**config.mk**
```make
export PLATFORM = sky130hd
export DESIGN_NAME = mem_access_unit
export DESIGN_NICKNAME = d
export VERILOG_FILES = /design/src/rtl/mem_pkg.sv /design/src/rtl/load_formatter.sv /design/src/rtl/mem_access_unit.sv
export SDC_FILE = /design/constraint.sdc
export NUM_CORES = 1
export LEC_CHECK = 0
export BUFFER_PORTS_ARGS = -buffer_cell sky130_fd_sc_hd__buf_4
export CORE_ASPECT_RATIO = 0.6
export CORE_MARGIN = 1.5
export CORE_UTILIZATION = 40
export CTS_BUF_LIST = sky130_fd_sc_hd__clkbuf_8 sky130_fd_sc_hd__clkbuf_16
export DETAILED_ROUTE_END_ITERATION = 8
export PLACE_DENSITY = 0.76
export SLEW_MARGIN = 25
export SYNTH_ARGS = -nofsm -noshare
export SYNTH_HDL_FRONTEND = slang
export SYNTH_HIERARCHICAL = 1
export SYNTH_SLANG_ARGS = --single-unit
```
**constraint.sdc**
```tcl
create_clock -name clk -period 1.6 [get_ports clk]
set_input_delay 0.16 -clock clk [delete_from_list [all_inputs] [get_ports clk]]
set_output_delay 0.16 -clock clk [all_outputs]
set_load 0.1 [all_outputs]
```
**src/rtl/mem_pkg.sv**
```systemverilog
// Shared types and constants for the memory-stage access unit.
package mem_pkg;

  typedef enum logic [1:0] {
    IDLE      = 2'd0,
    LOAD_RSP  = 2'd1,
    RMW_MERGE = 2'd2
  } state_e;

  // Encoding of the numberOfByte size flag on both the pipeline and memory side.
  localparam logic MEM_WORD = 1'b1;
  localparam logic MEM_BYTE = 1'b0;

  localparam int BYTE_W = 8;

endpackage

```
**src/rtl/load_formatter.sv**
```systemverilog
// Shapes raw memory read data into the load result: words pass through,
// bytes are zero- or sign-extended from bit 7.
module load_formatter
  import mem_pkg::*;
#(
  parameter int DATA_W = 16
) (
  input  logic [DATA_W-1:0] raw_data,
  input  logic              is_word,
  input  logic              sign_ext,
  output logic [DATA_W-1:0] load_data
);

  // Select pass-through or extended low byte.
  always_comb begin
    if (is_word == MEM_WORD) begin
      load_data = raw_data;
    end else begin
      load_data = {{(DATA_W-BYTE_W){sign_ext & raw_data[BYTE_W-1]}}, raw_data[BYTE_W-1:0]};
    end
  end

endmodule

```
**src/rtl/mem_access_unit.sv**
```systemverilog
// Memory-stage controller: turns EX/MEM load/store requests into data-memory
// controls, performs byte stores as read-modify-write, formats load results
// and stalls the pipeline while a two-cycle access is outstanding.
module mem_access_unit
  import mem_pkg::*;
#(
  parameter int ADDR_W = 16,
  parameter int DATA_W = 16
) (
  input  logic              clk,
  input  logic              rst_n,
  input  logic              ex_valid,
  input  logic              ex_memRead,
  input  logic              ex_memWrite,
  input  logic              ex_numberOfByte,
  input  logic              ex_signExt,
  input  logic [ADDR_W-1:0] ex_address,
  input  logic [DATA_W-1:0] ex_storeData,
  output logic              stall,
  output logic              wb_valid,
  output logic [DATA_W-1:0] wb_loadData,
  output logic              mem_wrEnable,
  output logic              mem_rdEnable,
  output logic [ADDR_W-1:0] mem_address,
  output logic [DATA_W-1:0] mem_in,
  output logic              mem_numberOfByte,
  input  logic [DATA_W-1:0] mem_out
);

  state_e              state_q, state_d;
  logic [ADDR_W-1:0]   addr_q, addr_d;
  logic                word_q, word_d;
  logic                sext_q, sext_d;
  logic [BYTE_W-1:0]   byte_q, byte_d;
  logic                wb_valid_q, wb_valid_d;
  logic [DATA_W-1:0]   wb_data_q, wb_data_d;
  logic [DATA_W-1:0]   fmt_data;
  logic                is_store, is_load;
  logic                wr_en, rd_en, stall_c;

  // A request with both memRead and memWrite set is a store; its read is dropped.
  assign is_store = ex_valid & ex_memWrite;
  assign is_load  = ex_valid & ex_memRead & ~ex_memWrite;

  load_formatter #(.DATA_W(DATA_W)) u_load_formatter (
    .raw_data  (mem_out),
    .is_word   (word_q),
    .sign_ext  (sext_q),
    .load_data (fmt_data)
  );

  // Next-state, latched request and raw memory controls.
  always_comb begin
    // NOTE: every signal gets a default first so no path can infer a latch.
    state_d          = state_q;
    addr_d           = addr_q;
    word_d           = word_q;
    sext_d           = sext_q;
    byte_d           = byte_q;
    wb_valid_d       = 1'b0;
    wb_data_d        = wb_data_q;
    wr_en            = 1'b0;
    rd_en            = 1'b0;
    stall_c          = 1'b0;
    mem_address      = ex_address;
    mem_in           = ex_storeData;
    mem_numberOfByte = MEM_WORD;

    unique case (state_q)
      IDLE: begin
        if (is_store) begin
          if (ex_numberOfByte == MEM_WORD) begin
            wr_en = 1'b1;
          end else begin
            // Fetch the whole word so the neighbouring byte can be written back unchanged.
            rd_en   = 1'b1;
            addr_d  = ex_address;
            byte_d  = ex_storeData[BYTE_W-1:0];
            stall_c = 1'b1;
            state_d = RMW_MERGE;
          end
        end else if (is_load) begin
          rd_en            = 1'b1;
          mem_numberOfByte = ex_numberOfByte;
          addr_d           = ex_address;
          word_d           = ex_numberOfByte;
          sext_d           = ex_signExt;
          stall_c          = 1'b1;
          state_d          = LOAD_RSP;
        end
      end
      LOAD_RSP: begin
        mem_address      = addr_q;
        mem_numberOfByte = word_q;
        wb_data_d        = fmt_data;
        wb_valid_d       = 1'b1;
        state_d          = IDLE;
      end
      RMW_MERGE: begin
        wr_en       = 1'b1;
        mem_address = addr_q;
        mem_in      = {mem_out[DATA_W-1:BYTE_W], byte_q};
        state_d     = IDLE;
      end
      default: state_d = IDLE;
    endcase
  end

  // While reset is held the state is already IDLE, but ex_* may still request
  // an access, so the strobes and stall are masked explicitly.
  assign mem_wrEnable = wr_en & rst_n;
  assign mem_rdEnable = rd_en & rst_n;
  assign stall        = stall_c & rst_n;
  assign wb_valid     = wb_valid_q;
  assign wb_loadData  = wb_data_q;

  // State and latched request registers.
  always_ff @(posedge clk or negedge rst_n) begin
    if (!rst_n) begin
      state_q    <= IDLE;
      addr_q     <= '0;
      word_q     <= 1'b0;
      sext_q     <= 1'b0;
      byte_q     <= '0;
      wb_valid_q <= 1'b0;
      wb_data_q  <= '0;
    end else begin
      // NOTE: non-blocking so every register samples pre-edge values.
      state_q    <= state_d;
      addr_q     <= addr_d;
      word_q     <= word_d;
      sext_q     <= sext_d;
      byte_q     <= byte_d;
      wb_valid_q <= wb_valid_d;
      wb_data_q  <= wb_data_d;
    end
  end

endmodule

```
==> flow_results.org <==
** Outcome
- The run finished, with violations left.
- The final reports fail on negative setup slack.

** Setup path
- The worst setup path is captured at a primary output.
- The critical path runs through a total of 5 cells.
- On the critical path, the stage with the largest delay is an instance of sky130_fd_sc_hd__dfrtp_1.
- Traced cell by cell, the critical path runs through inv_2 -> ha_4 -> buf_12 -> mux2_4 -> buf_12.
- Element type at the critical path start :: register
- For the worst setup path, the data arrival time is around 1.7 ns.
- CP max stage delay :: around 0.36 ns
- By instance count, the cell type seen most on the critical path is sky130_fd_sc_hd__buf_12.
- For flop-to-flop paths, the worst setup slack is about 0.02 ns.
- Buffers plus inverters on the worst setup path :: 3
- Crit path required time :: around 1.4 ns
- Crit path max-delay family :: buffers and inverters
- Of all nets on the critical path, the largest fanout is 8.
- In this run the critical register-to-register path is launched from state_q[0]$_DFFE_PN0P_.
- Worst Reg2Reg Path Length in Cells :: 7
- The most critical setup path has its endpoint at mem_address[4].
- In this run the worst setup path begins at state_q[0]$_DFFE_PN0P_.
- Worst R2R End :: addr_q[3]$_DFFE_PN0P_
- The critical path is of the reg2out type.

** Detailed routing
- Routed via count divided by cell count :: around 4.8
- For this run, design rule violations remaining after detail routing come to 0.
- The detailed router placed ~1,800 vias in this run.
- The first detailed-routing pass took 4 iterations.
- First DRT Iteration DRCs :: 52
- In the final routed layout, each cell accounts on average for 17.85 µm.
- For this block, the routed nets add up to about 6.7 mm of wire.
- In this run the remaining antenna-violating nets after routing total 0.

** Cells and area
- After filler insertion, the fill cell instance count of the layout stands at 371.
- Proportion of layout cells with a drive suffix above 1 :: between 70% and 80%
- Non-filler cells, final :: about 380
- Relative to the synthesized area, the layout overhead comes to 76.16%.
- Post-route design area :: approximately 4200 µm²
- Number of inserted diodes :: 0
- Net total in the final layout :: around 350
- Multi-input gate area in the final layout :: between 1000 and 1500 µm²
- Registers take approximately 1100 µm².

** Logic synthesis
- Of the synthesized area, sequential elements account for 47.05%.
- Counting flops with a built-in enable in the synthesized netlist gives 0.
- Mapped Area :: between 2000 and 2500 µm²
- Post-Synthesis Cells :: ~180
- In the synthesized netlist, the cells that appear most often are sky130_fd_sc_hd__mux2_2 (65), sky130_fd_sc_hd__dfrtp_1 (45), sky130_fd_sc_hd__nand2_1 (20), sky130_fd_sc_hd__buf_4 (9), sky130_fd_sc_hd__mux2_4 (9).
- Most used flip-flop cell after synthesis :: sky130_fd_sc_hd__dfrtp_1
- The netlist uses 26 different library cells.
- The number of nets in the synthesized netlist is between 200 and 250.
- Total number of yosys warnings :: 6
- Cell accounting for the most synthesized area :: sky130_fd_sc_hd__dfrtp_1
- Share of the synthesized area in the top cell type :: 47.05%
- Post-Syn Area per Cell :: between 10 and 15 µm²
- Yosys attributes the largest share of cell area to sky130_fd_sc_hd__dfrtp_1 (47%), sky130_fd_sc_hd__mux2_2 (31%), sky130_fd_sc_hd__mux2_4 (5.6%).
- Number of synthesized register bits :: 45
- Async SR Flop Fraction :: between 90% and 100%
- In the post-synthesis netlist, the cell with the most instances is sky130_fd_sc_hd__mux2_2.

** Timing
- Slew margin rel. :: 75.57%
- Setup repair after global routing could not meet its margin everywhere.
- Setup violations remaining at the end of the flow were counted as 36.
- Tcrit/Tclk final :: 116.3%
- After layout, the worst setup slack is -0.2613 ns.
- Counting I/O delays and the setup requirement, the final critical path takes roughly 1.9 ns.
- Across the routed clock network, the largest skew measured is 0.006054 ns.
- For the final routed database, the setup TNS stands at -8.061 ns.
- For this run, the top clock speed supported by timing is between 0.5 and 0.6 GHz.
- Final Max Slew Viols :: 0
- Final hold violation count :: 0
- For the pin with the worst max-slew slack, the measured transition is 0.3665 ns.

** CTS
- Clock buffer depth :: 2
- Counting the buffers created by CTS gives 5.
- Counting every sink on the clock net gives 45.
- Clock transition at the registers of the reported paths :: 0.08 ns
- For the worst-skew pair, the clock arrives at the later sink with an insertion delay of ~0.29 ns.
- The clock tree synthesis step divided the H-tree into 2 levels.
- Root Buffer Master :: sky130_fd_sc_hd__clkbuf_8
- CTS tree :: yes

** Floorplan
- Number of primary I/O pins :: about 110
- Core footprint :: ~5700 µm²
- Horizontal die dimension :: ~100 µm
- Die boundary height :: around 63 µm
- Once the floorplan was initialized, standard cells occupied between 40% and 50% of the core.
- The die covers approximately 6500 µm².
- The floorplan has 21 rows.

** Place
- Timing analysis after detailed placement gives a worst setup slack of -0.04006 ns.
- The number of placed instances, taps included, is ~360.
- Post-detailed-placement cell area :: between 3000 and 4000 µm²
- Port Buf Inserts :: between 100 and 150
- Detailed placement ended at an HPWL of between 4 and 5 mm.
- RD Place Congestion :: about 0.76

** Run
- Max-cap violations in this run came to 0.

** Global route
- The first global-routing pass estimated around 10 mm of wire.
- Total congestion overflow after global routing :: 0
- Number of antenna violations at the first check in global routing :: 0
- Maximum number of pins on one net before global-route repair :: 24
- In the global route stage, overall resource usage came out at between 20% and 30%.
- The number of global-route vias before repair came to between 1,500 and 2,000.

** Min path
- Path category of the worst min-delay check :: in2reg
- Along the worst hold path, the cell count comes to 2.
[cell families after synthesis]
| group | count (synthesis) | share of synthesized area (%) |
|---|---|---|
| AOI/OAI and AO/OA | 8 | 2.980 |
| adders and majority gates | 3 | 1.568 |
| buffers and inverters | 19 | 5.645 |
| DFF | 45 | 47.05 |
| muxes | 74 | 36.23 |
| and+or+nand+nor | 29 | 6.534 |
[metrics by stage]
step                hold slack (ns)  util [%]
global placement             0.2086     60.30
CTS                         0.08943     71.94
floorplan                   -0.1356         -
detailed placement           0.2124     60.30
global route                0.07822     74.29
finish                      0.09159     74.29
[cell usage in the layout (no fill, tap or decap), types with 2 or more instances in the layout]
| cell type | Yosys | routed |
|---|---|---|
| sky130_fd_sc_hd__buf_16 | 0 | 2 |
| sky130_fd_sc_hd__nand2_1 | 20 | 19 |
| sky130_fd_sc_hd__buf_4 | 9 | 78 |
| sky130_fd_sc_hd__mux2_4 | 9 | 47 |
| sky130_fd_sc_hd__mux2_2 | 65 | 27 |
| sky130_fd_sc_hd__dfrtp_1 | 45 | 45 |
| sky130_fd_sc_hd__inv_2 | 0 | 2 |
| sky130_fd_sc_hd__nand2b_1 | 2 | 2 |
| sky130_fd_sc_hd__buf_6 | 1 | 6 |
| sky130_fd_sc_hd__ha_4 | 0 | 3 |
| sky130_fd_sc_hd__clkbuf_8 | 0 | 6 |
| sky130_fd_sc_hd__buf_12 | 1 | 38 |
[cell type report]
class                   instances  share of cell area [%]
clock buffers                   6                   1.958
multi-input cells             114                   32.31
well taps                      80                   2.374
repair buffers                126                   35.67
inverters                       2                  0.1780
clock inverters                 2                  0.8012
flip-flops and latches         45                   26.71
[state kept, by name, indices dropped and copies added, names as in the netlist]
signal       flops
addr_q          16
byte_q           8
sext_q           1
state_q          2
wb_loadData     16
wb_valid         1
word_q           1
[worst reg2reg max path: stages, from the launching register on]
cell                      delay (ns)
sky130_fd_sc_hd__dfrtp_1        0.39
sky130_fd_sc_hd__inv_2          0.10
sky130_fd_sc_hd__ha_4           0.17
sky130_fd_sc_hd__nand2_4        0.06
sky130_fd_sc_hd__a21oi_4        0.14
sky130_fd_sc_hd__buf_6          0.15
sky130_fd_sc_hd__buf_12         0.14
sky130_fd_sc_hd__mux2_4         0.31
[repair_timing]
action / CTS / global route
cloned: 2 / 1
endpoints found under the setup margin: 60 / 60
endpoints found under the hold margin: 45 / 0
resized for setup: 106 / 26
pin swaps: 4 / 1
setup buffers: 4 / 0
hold buffers: 1 / 0
[routing by layer]
metal / track usage, % / share of wire (%) / up-vias
met1: 26.30 / 44 / 900
met2: 35.18 / 49 / 62
met3: 5.593 / 5.9 / 8
met5: 0 / 0 / -
met4: 5.743 / 1.2 / 0
li1: - / - / 845
[worst min-delay path by stage]
stage                          start                          end  slack [ns]
after floorplan                rst_n        addr_q[0]$_DFFE_PN0P_       -0.14
after global placement         rst_n           wb_valid$_DFF_PN0_        0.21
after detailed placement       rst_n  wb_loadData[13]$_DFFE_PN0N_        0.21
after CTS                 ex_signExt           sext_q$_DFFE_PN0P_        0.09
after global routing      mem_out[3]   wb_loadData[3]$_DFFE_PN0N_        0.08
final                     ex_signExt           sext_q$_DFFE_PN0P_        0.09
Power is left out: the tool's default activity adds up to more than one toggle a clock period on the data nets, which glitch-free logic cannot reach.
